`src/rtl/muldiv_sequencer.sv`:
```
// HI/LO multiply/divide sequencer: 32-iteration shift-add multiply or restoring
// divide, single HI/LO write on completion, pipeline stall while in flight.
module muldiv_sequencer (
  input  logic        clk,
  input  logic        reset,
  input  logic        start_valid,
  input  logic [1:0]  op,
  input  logic [31:0] src_a,
  input  logic [31:0] src_b,
  output logic        start_ready,
  input  logic        hilo_read,
  input  logic        flush,
  output logic        stall,
  output logic        busy,
  output logic        done,
  output logic        hi_write,
  output logic        lo_write,
  output logic [31:0] hi_out,
  output logic [31:0] lo_out
);

  typedef enum logic [1:0] {IDLE, MUL, DIV, DONE} state_t;

  state_t      state, state_nxt;
  logic [5:0]  cnt;
  logic [63:0] acc, acc_nxt, prod_fix;
  logic [31:0] opa, opb, opa_nxt, opb_nxt, raw_a;
  logic [31:0] abs_a, abs_b, mul_addend, hi_fix, lo_fix;
  logic [32:0] mul_sum, rem_sh;
  logic [33:0] trial;
  logic        neg_res, neg_rem, div_zero;
  logic        accept, last, is_signed;

  always_ff @(posedge clk) begin
    if (reset) state <= IDLE;
    else       state <= state_nxt;
  end

  always_comb begin
    start_ready = (state == IDLE);
    busy        = (state != IDLE);
    done        = (state == DONE);
    hi_write    = done;
    lo_write    = done;
    stall       = busy & (hilo_read | start_valid);
    accept      = start_valid & (state == IDLE) & ~flush;
    last        = (cnt == 6'd31);
    state_nxt   = state;
    case (state)
      IDLE:     if (accept) state_nxt = op[1] ? DIV : MUL;
      MUL, DIV: if (flush) state_nxt = IDLE;
                else if (last) state_nxt = DONE;
      DONE:     state_nxt = IDLE;
      default:  state_nxt = IDLE;
    endcase
  end

  always_comb begin
    is_signed  = ~op[0];
    abs_a      = (is_signed & src_a[31]) ? (32'd0 - src_a) : src_a;
    abs_b      = (is_signed & src_b[31]) ? (32'd0 - src_b) : src_b;
    mul_addend = opb[0] ? opa : 32'd0;
    mul_sum    = {1'b0, acc[63:32]} + {1'b0, mul_addend};
    rem_sh     = {acc[63:32], opa[31]};
    trial      = {1'b0, rem_sh} - {2'b00, opb};
    acc_nxt    = acc;
    opa_nxt    = opa;
    opb_nxt    = opb;
    if (state == MUL) begin
      acc_nxt = {mul_sum, acc[31:1]};
      opb_nxt = {1'b0, opb[31:1]};
    end else if (state == DIV) begin
      if (!trial[33]) acc_nxt = {trial[31:0], acc[30:0], 1'b1};
      else            acc_nxt = {rem_sh[31:0], acc[30:0], 1'b0};
      opa_nxt = {opa[30:0], 1'b0};
    end
    // sign fix is taken from the final iteration's value, not the stored acc
    prod_fix = neg_res ? (64'd0 - acc_nxt) : acc_nxt;
    if (state == MUL) begin
      hi_fix = prod_fix[63:32];
      lo_fix = prod_fix[31:0];
    end else if (div_zero) begin
      hi_fix = raw_a;
      lo_fix = '1;
    end else begin
      hi_fix = neg_rem ? (32'd0 - acc_nxt[63:32]) : acc_nxt[63:32];
      lo_fix = neg_res ? (32'd0 - acc_nxt[31:0])  : acc_nxt[31:0];
    end
  end

  always_ff @(posedge clk) begin
    if (reset) begin
      cnt      <= '0;
      acc      <= '0;
      opa      <= '0;
      opb      <= '0;
      raw_a    <= '0;
      neg_res  <= 1'b0;
      neg_rem  <= 1'b0;
      div_zero <= 1'b0;
      hi_out   <= '0;
      lo_out   <= '0;
    end else begin
      case (state)
        IDLE: if (accept) begin
          cnt      <= '0;
          acc      <= '0;
          opa      <= abs_a;
          opb      <= abs_b;
          raw_a    <= src_a;
          neg_res  <= is_signed & (src_a[31] ^ src_b[31]);
          neg_rem  <= is_signed & src_a[31];
          div_zero <= (src_b == 32'd0);
        end
        MUL, DIV: if (flush) begin
          cnt <= '0;
        end else begin
          acc <= acc_nxt;
          opa <= opa_nxt;
          opb <= opb_nxt;
          if (last) begin
            cnt    <= '0;
            hi_out <= hi_fix;
            lo_out <= lo_fix;
          end else begin
            cnt <= cnt + 6'd1;
          end
        end
        default: ;
      endcase
    end
  end

endmodule
```
`config.mk`:
```
export PLATFORM = sky130hd
export DESIGN_NAME = muldiv_sequencer
export DESIGN_NICKNAME = d
export VERILOG_FILES = /design/src/rtl/muldiv_sequencer.sv
export SDC_FILE = /design/constraint.sdc
export NUM_CORES = 1
export LEC_CHECK = 0
export CORE_ASPECT_RATIO = 0.6
export CORE_UTILIZATION = 35
export DETAILED_ROUTE_END_ITERATION = 7
export DONT_BUFFER_PORTS = 1
export HOLD_SLACK_MARGIN = 0.05
export SLEW_MARGIN = 20
export SYNTH_ARGS = -nofsm -noshare
export SYNTH_HDL_FRONTEND = slang
export SYNTH_SLANG_ARGS = --single-unit
export TNS_END_PERCENT = 30
```
`constraint.sdc`:
```
create_clock -name clk -period 12.39 [get_ports clk]
set_input_delay 0.6195 -clock clk [delete_from_list [all_inputs] [get_ports clk]]
set_output_delay 0.6195 -clock clk [all_outputs]
set_load 0.02 [all_outputs]
```
# Yosys cells after proc, flatten, opt, wreduce, memory -nomap -nowiden
# Cells that the tools add are included.
[word_totals]
input_bits = 71
word_cells = 85
ff_bits = 235
[classes]
eq_ne = 10
n_bitwise = 10
n_mux = 34
reduce_logical = 12
add_sub_neg = 8
[ops]
columns = ["cell", "n"]
rows = [
  ["$mux W32", 16],
  ["$mux W64", 6],
  ["$pmux W32 S2", 2],
  ["$pmux W64 S2", 1],
  ["$sub A1 B32 Y32 const A", 4],
  ["$sub A1 B64 Y64 const A", 1],
  ["$sub A33 B32 Y34", 1],
  ["$add A32 B32 Y33", 1],
  ["$logic_not A32 Y1", 1],
  ["$mux W6", 3],
  ["$pmux W6 S2", 1],
  ["$mux W2", 4],
  ["$ne A2 B2 Y1 const B", 4],
  ["$add A6 B1 Y6 const B", 1],
  ["$and A1 B1 Y1", 6],
  ["$eq A6 B5 Y1 const B", 1],
  ["$pmux W2 S3", 1],
  ["$reduce_and A2 Y1", 3],
  ["$reduce_and A3 Y1", 2],
  ["$reduce_and A5 Y1", 1],
  ["$eq A2 B2 Y1 const B", 2],
  ["$reduce_and A4 Y1", 1],
  ["$reduce_bool A2 Y1", 2],
  ["$ne A3 B3 Y1 const B", 1],
  ["other kinds (7)", 8],
]

# Depth between registers and ports, before layout
[depth]
ltp_word = 8
mapped_depth = 23

# Worst setup path before layout
# No wires, ideal clock.
[synth_timing]
kind = "reg-to-reg"
from = "register state[1]"
to = "register hi_out[10]"
stages_incl_launch_ff = 24
synth_period_minus_slack_ns = 5.600
setup_time_ns = 0.132
path_buffers = 8
arrival_time_ns = 5.469
path_slack_ns = 6.790
required_time_ns = 12.258
path_cell_list = "dfxtp_1 -> inv_1 -> ha_1 -> clkbuf_1 -> clkbuf_1 -> clkbuf_1 -> clkbuf_1 -> clkbuf_1 -> clkbuf_1 -> clkbuf_1 -> clkbuf_1 -> nor2_1 -> a21oi_1 -> ha_1 -> nand2_1 -> or4b_2 -> nor4_1 -> nand2_1 -> nor2_1 -> a41oi_1 -> xor2_1 -> nor2_1 -> a311oi_1 -> nor3_1"
[synth_via]
elab_chain_cells = 7
elab_cells_between_ends = 12
classes_between = "add/sub (2); eq/ne (2); mux (6); reduce/logical (2)"
[synth_lines]
columns = ["item", "line_no", "rtl"]
rows = [
  ["from (decl)", "24", "state_t state, state_nxt;"],
  ["from (signal assigned)", "36", "else state <= state_nxt;"],
  ["$eq A2 B2 Y1", "72, 104", ""],
  ["$mux W64", "72", "end else if (state == DIV) begin"],
  ["$mux W64", "69", "if (state == MUL) begin"],
  ["$sub A1 B32 Y32", "86", "hi_fix = neg_rem ? (32'd0 - acc_nxt[63:32]) : acc_nxt[63:32];"],
  ["$mux W32", "86", ""],
  ["$mux W32", "82", "end else if (div_zero) begin"],
  ["$mux W32", "79", "if (state == MUL) begin"],
  ["to (signal assigned)", "123", "hi_out <= hi_fix;"],
  ["to (decl)", "18", "output logic [31:0] hi_out,"],
]
# Parallel ways exist; a longest one is shown, timed or not.
# A chain may end at the register's enable or synchronous reset.

# Worst setup path in the final report
[layout_timing]
from = "register acc[39]"
to = "register hi_out[10]"
[layout_via]
elab_chain_cells = 8
elab_cells_between_ends = 11
classes_between = "add/sub (4); mux (7)"
[layout_lines]
columns = ["item", "line_no", "rtl"]
rows = [
  ["from (decl)", "26", "logic [63:0] acc, acc_nxt, prod_fix;"],
  ["from (signal assigned)", "118", "acc <= acc_nxt;"],
  ["$sub A33 B32 Y34", "65", "trial = {1'b0, rem_sh} - {2'b00, opb};"],
  ["$mux W64", "73", "if (!trial[33]) acc_nxt = {trial[31:0], acc[30:0], 1'b1};"],
  ["$mux W64", "72", ""],
  ["$mux W64 (*)", "69", ""],
  ["$sub A1 B32 Y32", "86", ""],
  ["$mux W32", "86", ""],
  ["$mux W32", "82", ""],
  ["$mux W32 (*)", "79", ""],
]
# Every way passes the cells marked *; elsewhere a longest branch is shown, timed or not.

==> results.cfg <==
[status]
outcome = finished clean

[pwr]
totalPowerFinal_mw = 5.52
powerDensity_nw_per_um2 = 264
power.leakage_nw = 7.63
vdd.ir_drop.worst_mv = 0.206

[detailed_routing]
dr.first_iter.drc_count = 2622
drc = 0
drt-vias-per-instance = 6.29
first_pass_iters = 6
dr_vias = 21000
totalWireLength_mm = 84.2
number_of_nets_with_antenna_violations_after_routing = 0
detail_route.wl_per_cell_um = 25.2

[worst_setup_path]
critPathCaptureType = register
crit_chain = ha_1 -> a21oi_1 -> o21ai_0 -> a22o_1 -> o31a_4 -> nor3_1 -> o31a_1 -> ha_1 -> nand2_1 -> or4b_2 -> nor4_1 -> nand2_1 -> nor2_1 -> a41oi_1 -> xor2_1 -> nor2_1 -> a311oi_1 -> nor3_1
criticalPathCategory = reg -> reg
critical_path.reg2reg.startpoint = acc[39]
r2r-end = hi_out[10]
worstSetupStartpointType = register
cp.required_ns = 12.87
regToRegSetupSlack_ns = 6.16
worstPathBufferInverterCount = 0
arrival_ns = 6.71
max_stage_delay_on_crit_path_ns = 0.82
critPathMaxFanout = 17
cpLargestDelayFamily = simple AND/OR/NAND/NOR gates
crit_path_top_delay_cell = or4b_2
reg2reg_depth = 18

[timing]
timing.max_slew.rel_slack_pct = 18.1
unrepaired_setup_endpoints_after_global_routing = false
setup-tns-final_ns = 0
report.final.hold_viol_count = 0
final_critical_path_setup_slack_ns = 6.16
period_needed_ns = 6.23
achievable-frequency_ghz = 0.160
ratio_of_final_minimum_period_to_clock_period_pct = 50.3
tightestPinTransition_ns = 1.22
slew_violations = 0
worst_clock_skew_ns = 0.0324
final-setup-viol-count = 0

[cts]
worstSkewPairLatency_ns = 0.61
max-clock-path-buffers = 3
number_of_buffers_created_by_cts = 28
postCtsSetupRepairBufs = 0
cts.htree.levels = 1
holdBufCountCts = 0
clock-sinks = 235
ctsResizeCount = 0
worst_setup_hold_path_clk_slew_ns = 0.07
cts_tree = yes
clk_root_buffer_cell = clkbuf_16

[global_route]
first_pass_grt_wire_length_mm = 124
initial_antenna_violation_count = 2
grt_use_total_pct = 28.9
grt_max_degree = 232
grt_pass1_vias = 18500
grt_overflow = 0

[yosys]
synth_nets = 2849
synth_sequential_area_ratio_pct = 24.4
syn_area_um2 = 19300
synth.avg_cell_area_um2 = 7.14
synth-edff-count = 0
yosys_warnings = 0
dominant_synthesized_flop_cell = dfxtp_1
syn_inst = 2702
ys_types = 94
synth.ff_latch_count = 235
asyncSetResetFlopFracSynth_pct = 0

[floorplanning]
dieHeight_um = 184
fp.dieW_um = 305
initial_core_util_pct = 35.5
ios = 141
rows = 66
die-area_um2 = 56100
floorplan.core_area_um2 = 54300

[min_path]
holdCritStartpoint = reset
hold_path_depth = 1
min_to = hi_out[5]
worst_hold_path_type = in -> reg

[final_layout]
nNetsFinal = 2751
finalCoreUtilization_pct = 38.5
multi_input_area_um2 = 13700
commonest_non_fill_non_tap_cell_in_the_layout = nand2_1
layout-area-overhead-vs-synth_pct = 8.32
most_used_cells_in_the_layout_excluding_fill_and_tap_cells = nand2_1, nor2_1, a21oi_1
stdcell_count = 3339
drive_above_1_share_pct = 6.21
seqCellArea_um2 = 4710
final.fill_count = 5659
antennaDiodeCount = 0

[place]
port_buffers = 0
numPlacedInstances = 3288
gp_congestion = 1.05
dp_worst_setup_slack_ns = 6.34
hpwlAfterDp_mm = 63.2

[flow_run]
timing.max_cap.violations = 0
[synthesized netlist by cell type, drive strengths merged (7+ instances only)]
master,count,share of area (%)
o21ai,154,4.0
or4,22,0.88
a22oi,60,2.3
nand4,31,1.0
buf,25,0.68
a211o,15,0.68
a311oi,9,0.41
and2,44,1.4
o21bai,8,0.31
a41oi,9,0.41
ha,74,4.8
o22ai,11,0.36
o41ai,15,0.68
clkbuf,147,2.9
a211oi,73,3.0
a31o,8,0.36
inv,80,1.6
nor3,64,1.7
o31ai,49,1.9
a32oi,7,0.32
a21boi,9,0.35
mux2,8,0.47
nand2,379,7.4
a221oi,12,0.58
nand3,44,1.2
nor2b,18,0.58
or3,19,0.64
or2,17,0.55
o211ai,59,2.3
o21a,17,0.66
xnor2,78,3.5
and3,25,0.81
nor3b,10,0.39
a21o,28,1.1
mux2i,45,2.3
nor4,20,0.71
nand2b,33,1.1
nor2,291,5.7
a31oi,29,0.94
dfxtp,235,24
xor2,80,3.6
a21oi,252,6.6
[worst reg2reg max path: stages (launching register included)]
cell	delay, ns
dfxtp_1	0.45
ha_1	0.35
a21oi_1	0.29
o21ai_0	0.27
a22o_1	0.32
o31a_4	0.41
nor3_1	0.53
o31a_1	0.27
ha_1	0.17
nand2_1	0.19
or4b_2	0.82
nor4_1	0.41
nand2_1	0.20
nor2_1	0.63
a41oi_1	0.22
xor2_1	0.18
nor2_1	0.05
a311oi_1	0.27
nor3_1	0.08
[through the flow]
| step | hold slack [ns] | instance area, µm² |
|---|---|---|
| floorplan | 0.431 | 19300 |
| global route | 0.0888 | 20900 |
| detailed placement | 0.454 | 19900 |
| finish | 0.104 | 20900 |
| global placement | 0.448 | 19900 |
| CTS | 0.0800 | 20900 |
[how the worst max path moves through the flow]
stage                        start         end  slack [ns]  depth (start not counted)
after detailed placement   acc[39]  hi_out[10]        6.34                         18
after global routing       opb[18]  hi_out[18]        5.89                         20
after CTS                  acc[39]  hi_out[10]        6.30                         18
final                      acc[39]  hi_out[10]        6.16                         18
after floorplan           state[1]  hi_out[10]        6.79                         23
after global placement     acc[57]  hi_out[10]        6.45                         19
[layout make-up]
| class | count | area share (%) |
|---|---|---|
| Clock inverter | 17 | 1.08 |
| Inverter | 81 | 1.45 |
| Clock buffer | 34 | 3.70 |
| Timing Repair Buffer | 44 | 1.58 |
| Multi-Input combinational cell | 2214 | 65.4 |
| Tap cell | 714 | 4.27 |
| Sequential cell | 235 | 22.5 |
[state kept, by name, summed over array words and instances, names as in the netlist, 2 cells and up]
register	flops
hi_out	32
opb	32
state	2
lo_out	32
acc	64
raw_a	32
cnt	6
opa	32
[routing by layer]
metal / part of all wire [%] / up-vias / global-route usage [%]
met5: 0 / - / 0
met4: 2.5 / 0 / 6.63
met3: 12 / 128 / 8.32
met2: 37 / 1151 / 38.4
met1: 48 / 10100 / 44.3
li1: - / 9658 / -
[report_power, final]
group          internal (mW)  switching (mW)  total (mW)  leakage [nW]
registers              0.841           0.100       0.942          1.90
logic                   1.05            2.59        3.65          5.25
clock network          0.532           0.397       0.929         0.478
[cells by family after synthesis]
group,synth area share [%]
flip-flops,24.4
adder cells (fa/ha/maj),5.00
XOR/XNOR,7.17
buffers and inverters,5.12
AND/OR/NAND/NOR,24.8
AO/OA/AOI/OAI,30.7
multiplexers,2.80
(Power assumes the default switching activity.)
